==> src/rtl/ls_rs_if.sv <==
// Handshake bundle between dispatch, the CDB, the load/store reservation station and the LS unit.
// The master side is the surrounding pipeline; the slave side is the station itself.
interface ls_rs_if;
  logic        valid_dis2rs;
  logic [6:0]  opcode_dis2rs;
  logic [5:0]  tag_dis2rs;
  logic [5:0]  rd_dis2rs;
  logic [11:0] imm_dis2rs;
  logic [63:0] rs1_val_dis2rs;
  logic [5:0]  rs1_tag_dis2rs;
  logic        rs1_rdy_dis2rs;
  logic [63:0] rs2_val_dis2rs;
  logic [5:0]  rs2_tag_dis2rs;
  logic        rs2_rdy_dis2rs;
  logic        stop_rs2dis;

  logic        valid_cdb;
  logic [5:0]  tag_cdb;
  logic [63:0] result_cdb;

  logic        valid_rs2ls;
  logic [6:0]  opcode_rs2ls;
  logic [5:0]  tag_rs2ls;
  logic [63:0] rs1_rs2ls;
  logic [63:0] rs2_rs2ls;
  logic [5:0]  rd_rs2ls;
  logic [11:0] imm_rs2ls;
  logic        stop_ls2rsls;

  modport master (
    output valid_dis2rs, opcode_dis2rs, tag_dis2rs, rd_dis2rs, imm_dis2rs,
           rs1_val_dis2rs, rs1_tag_dis2rs, rs1_rdy_dis2rs,
           rs2_val_dis2rs, rs2_tag_dis2rs, rs2_rdy_dis2rs,
           valid_cdb, tag_cdb, result_cdb, stop_ls2rsls,
    input  stop_rs2dis, valid_rs2ls, opcode_rs2ls, tag_rs2ls,
           rs1_rs2ls, rs2_rs2ls, rd_rs2ls, imm_rs2ls
  );

  modport slave (
    input  valid_dis2rs, opcode_dis2rs, tag_dis2rs, rd_dis2rs, imm_dis2rs,
           rs1_val_dis2rs, rs1_tag_dis2rs, rs1_rdy_dis2rs,
           rs2_val_dis2rs, rs2_tag_dis2rs, rs2_rdy_dis2rs,
           valid_cdb, tag_cdb, result_cdb, stop_ls2rsls,
    output stop_rs2dis, valid_rs2ls, opcode_rs2ls, tag_rs2ls,
           rs1_rs2ls, rs2_rs2ls, rd_rs2ls, imm_rs2ls
  );
endinterface

==> src/rtl/ls_reservation_station.sv <==
// In-order load/store reservation station: a circular buffer that snoops the CDB for
// missing operands and issues strictly from the head, so memory operations never reorder.
module ls_reservation_station #(
  parameter int         DEPTH     = 4,
  parameter logic [6:0] SD_OPCODE = 7'b0100011
) (
  input logic   clk,
  input logic   res_n,
  ls_rs_if.slave bus
);
  localparam int PW = (DEPTH > 1) ? $clog2(DEPTH) : 1;

  typedef struct packed {
    logic [6:0]  opcode;
    logic [5:0]  tag;
    logic [5:0]  rd;
    logic [11:0] imm;
    logic [63:0] rs1_val;
    logic [5:0]  rs1_tag;
    logic        rs1_rdy;
    logic [63:0] rs2_val;
    logic [5:0]  rs2_tag;
    logic        rs2_rdy;
  } entry_t;

  entry_t           slots [DEPTH];
  logic [DEPTH-1:0] slot_valid;
  logic [PW-1:0]    head;
  logic [PW-1:0]    tail;
  logic [PW:0]      count;

  entry_t head_slot;
  entry_t incoming;
  logic   full;
  logic   dispatch;
  logic   issue;

  always_comb begin
    full      = (count == (PW+1)'(DEPTH));
    head_slot = slots[head];

    bus.stop_rs2dis  = full;
    bus.valid_rs2ls  = (count != '0) && head_slot.rs1_rdy && head_slot.rs2_rdy;
    bus.opcode_rs2ls = head_slot.opcode;
    bus.tag_rs2ls    = head_slot.tag;
    bus.rs1_rs2ls    = head_slot.rs1_val;
    bus.rs2_rs2ls    = head_slot.rs2_val;
    bus.rd_rs2ls     = head_slot.rd;
    bus.imm_rs2ls    = head_slot.imm;

    dispatch = bus.valid_dis2rs && !full;
    issue    = bus.valid_rs2ls && !bus.stop_ls2rsls;
  end

  // Loads have no rs2 operand, and an operand produced on the CDB this very cycle is
  // forwarded into the new entry so it does not miss the broadcast.
  always_comb begin
    incoming.opcode  = bus.opcode_dis2rs;
    incoming.tag     = bus.tag_dis2rs;
    incoming.rd      = bus.rd_dis2rs;
    incoming.imm     = bus.imm_dis2rs;
    incoming.rs1_val = bus.rs1_val_dis2rs;
    incoming.rs1_tag = bus.rs1_tag_dis2rs;
    incoming.rs1_rdy = bus.rs1_rdy_dis2rs;
    incoming.rs2_val = bus.rs2_val_dis2rs;
    incoming.rs2_tag = bus.rs2_tag_dis2rs;
    incoming.rs2_rdy = bus.rs2_rdy_dis2rs || (bus.opcode_dis2rs != SD_OPCODE);
    if (!incoming.rs1_rdy && bus.valid_cdb && (incoming.rs1_tag == bus.tag_cdb)) begin
      incoming.rs1_val = bus.result_cdb;
      incoming.rs1_rdy = 1'b1;
    end
    if (!incoming.rs2_rdy && bus.valid_cdb && (incoming.rs2_tag == bus.tag_cdb)) begin
      incoming.rs2_val = bus.result_cdb;
      incoming.rs2_rdy = 1'b1;
    end
  end

  // Payload storage carries no reset; only the valid bits decide which slots matter.
  always_ff @(posedge clk) begin
    for (int i = 0; i < DEPTH; i++) begin
      if (slot_valid[i] && bus.valid_cdb) begin
        if (!slots[i].rs1_rdy && (slots[i].rs1_tag == bus.tag_cdb)) begin
          slots[i].rs1_val <= bus.result_cdb;
          slots[i].rs1_rdy <= 1'b1;
        end
        if (!slots[i].rs2_rdy && (slots[i].rs2_tag == bus.tag_cdb)) begin
          slots[i].rs2_val <= bus.result_cdb;
          slots[i].rs2_rdy <= 1'b1;
        end
      end
    end
    if (dispatch) begin
      slots[tail] <= incoming;
    end
  end

  always_ff @(posedge clk or negedge res_n) begin
    if (!res_n) begin
      slot_valid <= '0;
      head       <= '0;
      tail       <= '0;
      count      <= '0;
    end else begin
      if (dispatch) begin
        slot_valid[tail] <= 1'b1;
        tail             <= tail + 1'b1;
      end
      if (issue) begin
        slot_valid[head] <= 1'b0;
        head             <= head + 1'b1;
      end
      case ({dispatch, issue})
        2'b10:   count <= count + 1'b1;
        2'b01:   count <= count - 1'b1;
        default: count <= count;
      endcase
    end
  end
endmodule

==> src/flat_wrapper.sv <==
// flat-port wrapper written by rule: the top's interface ports become plain ports
module ls_reservation_station_flat 
#(
  parameter int         DEPTH     = 4,
  parameter logic [6:0] SD_OPCODE = 7'b0100011
)
  (clk, res_n, bus_valid_dis2rs, bus_opcode_dis2rs, bus_tag_dis2rs, bus_rd_dis2rs, bus_imm_dis2rs, bus_rs1_val_dis2rs, bus_rs1_tag_dis2rs, bus_rs1_rdy_dis2rs, bus_rs2_val_dis2rs, bus_rs2_tag_dis2rs, bus_rs2_rdy_dis2rs, bus_valid_cdb, bus_tag_cdb, bus_result_cdb, bus_stop_ls2rsls, bus_stop_rs2dis, bus_valid_rs2ls, bus_opcode_rs2ls, bus_tag_rs2ls, bus_rs1_rs2ls, bus_rs2_rs2ls, bus_rd_rs2ls, bus_imm_rs2ls);
  ls_rs_if bus_i ();
  input logic clk;
  input logic res_n;
  input wire logic [$bits(bus_i.valid_dis2rs)-1:0] bus_valid_dis2rs;
  input wire logic [$bits(bus_i.opcode_dis2rs)-1:0] bus_opcode_dis2rs;
  input wire logic [$bits(bus_i.tag_dis2rs)-1:0] bus_tag_dis2rs;
  input wire logic [$bits(bus_i.rd_dis2rs)-1:0] bus_rd_dis2rs;
  input wire logic [$bits(bus_i.imm_dis2rs)-1:0] bus_imm_dis2rs;
  input wire logic [$bits(bus_i.rs1_val_dis2rs)-1:0] bus_rs1_val_dis2rs;
  input wire logic [$bits(bus_i.rs1_tag_dis2rs)-1:0] bus_rs1_tag_dis2rs;
  input wire logic [$bits(bus_i.rs1_rdy_dis2rs)-1:0] bus_rs1_rdy_dis2rs;
  input wire logic [$bits(bus_i.rs2_val_dis2rs)-1:0] bus_rs2_val_dis2rs;
  input wire logic [$bits(bus_i.rs2_tag_dis2rs)-1:0] bus_rs2_tag_dis2rs;
  input wire logic [$bits(bus_i.rs2_rdy_dis2rs)-1:0] bus_rs2_rdy_dis2rs;
  input wire logic [$bits(bus_i.valid_cdb)-1:0] bus_valid_cdb;
  input wire logic [$bits(bus_i.tag_cdb)-1:0] bus_tag_cdb;
  input wire logic [$bits(bus_i.result_cdb)-1:0] bus_result_cdb;
  input wire logic [$bits(bus_i.stop_ls2rsls)-1:0] bus_stop_ls2rsls;
  output wire logic [$bits(bus_i.stop_rs2dis)-1:0] bus_stop_rs2dis;
  output wire logic [$bits(bus_i.valid_rs2ls)-1:0] bus_valid_rs2ls;
  output wire logic [$bits(bus_i.opcode_rs2ls)-1:0] bus_opcode_rs2ls;
  output wire logic [$bits(bus_i.tag_rs2ls)-1:0] bus_tag_rs2ls;
  output wire logic [$bits(bus_i.rs1_rs2ls)-1:0] bus_rs1_rs2ls;
  output wire logic [$bits(bus_i.rs2_rs2ls)-1:0] bus_rs2_rs2ls;
  output wire logic [$bits(bus_i.rd_rs2ls)-1:0] bus_rd_rs2ls;
  output wire logic [$bits(bus_i.imm_rs2ls)-1:0] bus_imm_rs2ls;
  assign bus_i.valid_dis2rs = bus_valid_dis2rs;
  assign bus_i.opcode_dis2rs = bus_opcode_dis2rs;
  assign bus_i.tag_dis2rs = bus_tag_dis2rs;
  assign bus_i.rd_dis2rs = bus_rd_dis2rs;
  assign bus_i.imm_dis2rs = bus_imm_dis2rs;
  assign bus_i.rs1_val_dis2rs = bus_rs1_val_dis2rs;
  assign bus_i.rs1_tag_dis2rs = bus_rs1_tag_dis2rs;
  assign bus_i.rs1_rdy_dis2rs = bus_rs1_rdy_dis2rs;
  assign bus_i.rs2_val_dis2rs = bus_rs2_val_dis2rs;
  assign bus_i.rs2_tag_dis2rs = bus_rs2_tag_dis2rs;
  assign bus_i.rs2_rdy_dis2rs = bus_rs2_rdy_dis2rs;
  assign bus_i.valid_cdb = bus_valid_cdb;
  assign bus_i.tag_cdb = bus_tag_cdb;
  assign bus_i.result_cdb = bus_result_cdb;
  assign bus_i.stop_ls2rsls = bus_stop_ls2rsls;
  assign bus_stop_rs2dis = bus_i.stop_rs2dis;
  assign bus_valid_rs2ls = bus_i.valid_rs2ls;
  assign bus_opcode_rs2ls = bus_i.opcode_rs2ls;
  assign bus_tag_rs2ls = bus_i.tag_rs2ls;
  assign bus_rs1_rs2ls = bus_i.rs1_rs2ls;
  assign bus_rs2_rs2ls = bus_i.rs2_rs2ls;
  assign bus_rd_rs2ls = bus_i.rd_rs2ls;
  assign bus_imm_rs2ls = bus_i.imm_rs2ls;
  ls_reservation_station #(.DEPTH(DEPTH), .SD_OPCODE(SD_OPCODE)) u_core (.clk(clk), .res_n(res_n), .bus(bus_i));
endmodule
==> config.mk <==
export PLATFORM = sky130hd
export DESIGN_NAME = ls_reservation_station_flat
export DESIGN_NICKNAME = d
export VERILOG_FILES = /design/src/rtl/ls_rs_if.sv /design/src/rtl/ls_reservation_station.sv /design/src/flat_wrapper.sv
export SDC_FILE = /design/constraint.sdc
export NUM_CORES = 1
export LEC_CHECK = 0
export ABC_CLOCK_PERIOD_IN_PS = 21800
export CORE_MARGIN = 3
export CORE_UTILIZATION = 40
export DETAILED_ROUTE_END_ITERATION = 12
export GPL_TIMING_DRIVEN = 0
export PLACE_DENSITY_LB_ADDON = 0.1
export SYNTH_ARGS = -nofsm -noshare
export SYNTH_HDL_FRONTEND = slang
export SYNTH_SLANG_ARGS = --single-unit
==> constraint.sdc <==
create_clock -name clk -period 21.8 [get_ports clk]
set_input_delay 4.36 -clock clk [delete_from_list [all_inputs] [get_ports clk]]
set_output_delay 4.36 -clock clk [all_outputs]
set_load 0.1 [all_outputs]
==> summary.md <==
| Metric | Value |
|---|---|
| Prevailing post-synth register cell | edfxtp_1 |
| Worst EP arrival | 5.16 ns |
| Synth Instances | 1633 |
| PostCTS Resize Cnt | 0 |
| CTS Buf Count | 79 |
| Post-Syn Area | roughly 32000 um^2 |
| Peak VDD IR | approximately 0.12 mV |
| CP max-delay cell | clkdlybuf4s50_1 |
| Site row count | between 100 and 150 |
| Critical Setup Path Class | reg -> out |
| Final Cycle Share | 0.437 |
| Crit path capture type | output pin |
| Post-synth EDFFs | slightly below 700 |
| Req. time, crit path | 17.44 ns |
| Largest family of logic cells by synthesized area | multiplexers |
| Avg WL per Cell | around 27 um |
| Syn_nets | between 1.5k and 2k |
| WHS | 0.492 ns |
| Slew headroom | 0.0744 |
| Async S/R FF share, synth | 0.0156 |
| RD Place Congestion | roughly 0.76 |
| Count of cell types in the netlist | 34 |
| Syn_area_per_cell | about 20 um^2 |
| CTS tree | built |
| Initial Util | 0.406 |
| Setup violators final | 0 |
| Status | completed |
| Number of I/O pins | between 400 and 500 |
| Vias in the first global route | about 19k |
| Post-synthesis xor/xnor area fraction | 0.0176 |
| Tot GR Track Use | 0.216 |
| Max-cap violations | 0 |
| Setup TNS Final | 0 ns |
| First-pass GRT wire length | between 100000 and 150000 um |
| Worst Setup Start Kind | flip-flop |
| Reg clk slew, reported paths | 0.06 ns |
| Core ar. | 79500 um^2 |
| Number of H-tree levels | 3 |
| Total Wirelength | around 92000 um |
| Via count normalized by instance count | 5.33 |
| Post-detail-place hpwl | approximately 65000 um |
| Sequential fraction of the synthesis area | 0.650 |
| Drt initial violations | about 1.2k |
| Area share of fa/ha/maj cells after synthesis | 0.00411 |
| Max-slew violation count | 0 |
| Post-route clock skew | 0.0175 ns |
| Post-layout nets | 2475 |
| #FFs+latches synth | 703 |
| Max clock buf depth | 3 |
| Grt total ovfl | 0 |
| Post-Synth Simple-Gate Area | 0.00802 |
| Post-synthesis mux area share | 0.291 |
| Crit-path most repeated cell | clkbuf_1 |
| Worst-Margin Slew | ~1.4 ns |
| Minimum clock period after layout | roughly 9.5 ns |
| Clock sinks | around 700 |
| Number of remaining DRC errors | 0 |
| Share of post-route cells with drive strength above 1 | 0.413 |
| Via count | between 15k and 20k |
| Die width | 290 um |
| Max Freq | between 100 and 150 MHz |
| Hold Crit Class | reg -> reg |
| DRT antenna net count | 0 |
| Post-CTS Setup Inserts | 0 |
| Area growth syn-to-layout | 26.5% |
| Crit-path max cell delay | approximately 1.3 ns |
| Die area | roughly 84000 um^2 |
| Total of warnings raised by yosys | 0 |
| DIE HEIGHT | approximately 290 um |
| P per Cell Area | 163 nW/um^2 |
| Worst skew pair latency | roughly 0.62 ns |
| CTS hold repair buffers | 0 |
| First-pass DRT Iterations | 5 |
| Crit-path cells | clkbuf_1, clkbuf_1, buf_1, mux4_2, clkdlybuf4s50_1 |
| PortBufs | between 400 and 500 |
| Total Power | roughly 0.0066 W |
| Largest net degree at the start of global routing | 47 |
| Final hold violations | 0 |
| Pleak | between 10 and 15 nW |
| RSZ-0062 raised after global routing | no |
| Antenna violations before repair | 15 |
| Root Buffer | clkbuf_16 |
| Worst Path Max Fanout | 10 |
| CP bufs+invs | 4 |
| Compound-cell area share of the yosys netlist | 0.00946 |
| Delay-heaviest family, CP | buffers and inverters |
-- synthesized netlist by cell type (4+ instances only) --
library cell  number  share of area
inv_2              4        0.00046
mux2_2           480           0.17
buf_1             10         0.0012
nor2_1             5        0.00058
mux4_2           160           0.11
o21ai_2            4         0.0011
dfxtp_1            8         0.0050
ha_1               9         0.0035
o41ai_1            8         0.0022
buf_6             27         0.0094
o32a_1             8         0.0025
dfrtp_1           11         0.0085
mux2_1            34          0.012
xnor2_1           63          0.017
edfxtp_1         684           0.64
nand3_1           21         0.0033
o31ai_4            4         0.0026
buf_2             40         0.0062
nand2_1           13         0.0015
clkbuf_1          14         0.0016
inv_1              8        0.00093
a2bb2oi_1          4         0.0011
-- power breakdown --
group	switching (W)	leakage, nW	internal [W]
Combinational	0.00243	6.11	0.00105
Sequential	0.0000677	6.46	0.00185
Clock	0.000542	1.16	0.000699
Total	0.00304	13.7	0.00360
-- state kept, by name, summed over array words and instances, names as in the netlist --
register and cells:
u_core.tail 2, u_core.slots 692, u_core.slot_valid 4, u_core.head 2
u_core.count 3
-- layer usage --
layer | routed length [um] | up-vias | track usage
li1 | - | 7920 | -
met1 | 37800 | 9305 | 0.280
met2 | 47200 | 434 | 0.373
met3 | 5070 | 106 | 0.0465
met4 | 1520 | 14 | 0.0489
met5 | 94 | - | 0
-- per-stage QoR --
stage,std cells,worst slack [ns],instance area (um^2),utilization
finish,3334,12.28,40800,0.514
global route,3328,12.10,40800,0.514
CTS,3326,12.11,40800,0.513
detailed placement,3186,12.79,38500,0.484
global placement,3084,0.242,37600,0.473
floorplan,1633,9.45,32300,-
-- path summary, 6_finish.rpt --
path | from | to | slack, ns | cells past startpoint
worst min register to register | u_core.count[2] | u_core.count[2] | 0.49 | 1
max in group asynchronous | res_n | u_core.slot_valid[1] | 17.28 | 1
worst max-delay path | u_core.head[1] | bus_rs2_rs2ls[1] | 12.28 | 5
worst min-delay path | u_core.count[2] | u_core.count[2] | 0.49 | 1
min in group asynchronous | res_n | u_core.count[0] | 4.12 | 1
worst max register to register | u_core.count[2] | u_core.slots[3][130] | 18.05 | 7
-- layout make-up --
cell class | count | area (um^2)
multi-input cells | 826 | 10700
diodes | 8 | 20.0
fillers | 6581 | 38700
repair buffers | 503 | 4800
well taps | 1050 | 1310
clock buffers | 102 | 2110
plain buffers | 92 | 599
clock inverters | 38 | 255
inverters | 12 | 45.0
flip-flops and latches | 703 | 21000
-- placed cells by master (no fill, tap or decap), drive strengths merged --
cell / instances
buf: 179
nor2: 5
clkbuf: 117
or3b: 1
inv: 17
bufinv: 1
nor4b: 1
nor2b: 1
nand2: 13
nand3: 22
nor3: 2
xnor2: 63
clkdlybuf4s50: 401
mux4: 160
o21ai: 4
ha: 9
clkinv: 29
edfxtp: 684
diode: 8
a2bb2oi: 4
nand4: 3
fa: 1
clkinvlp: 3
dfrtp: 11
dfxtp: 8
mux2: 514
xor2: 2
mux2i: 1
o41ai: 8
o31ai: 4
o32a: 8
-- kinds of logic (layout without fill, tap and decap cells) --
logic type      Yosys count  after routing
buf+inv                 104            747
simple gates             48             48
fa+ha+maj                10             10
xor+xnor                 65             65
compound gates           28             28
mux                     675            675
other cells               0              8
flops                   703            703
Power figures use the tool's default switching activity.
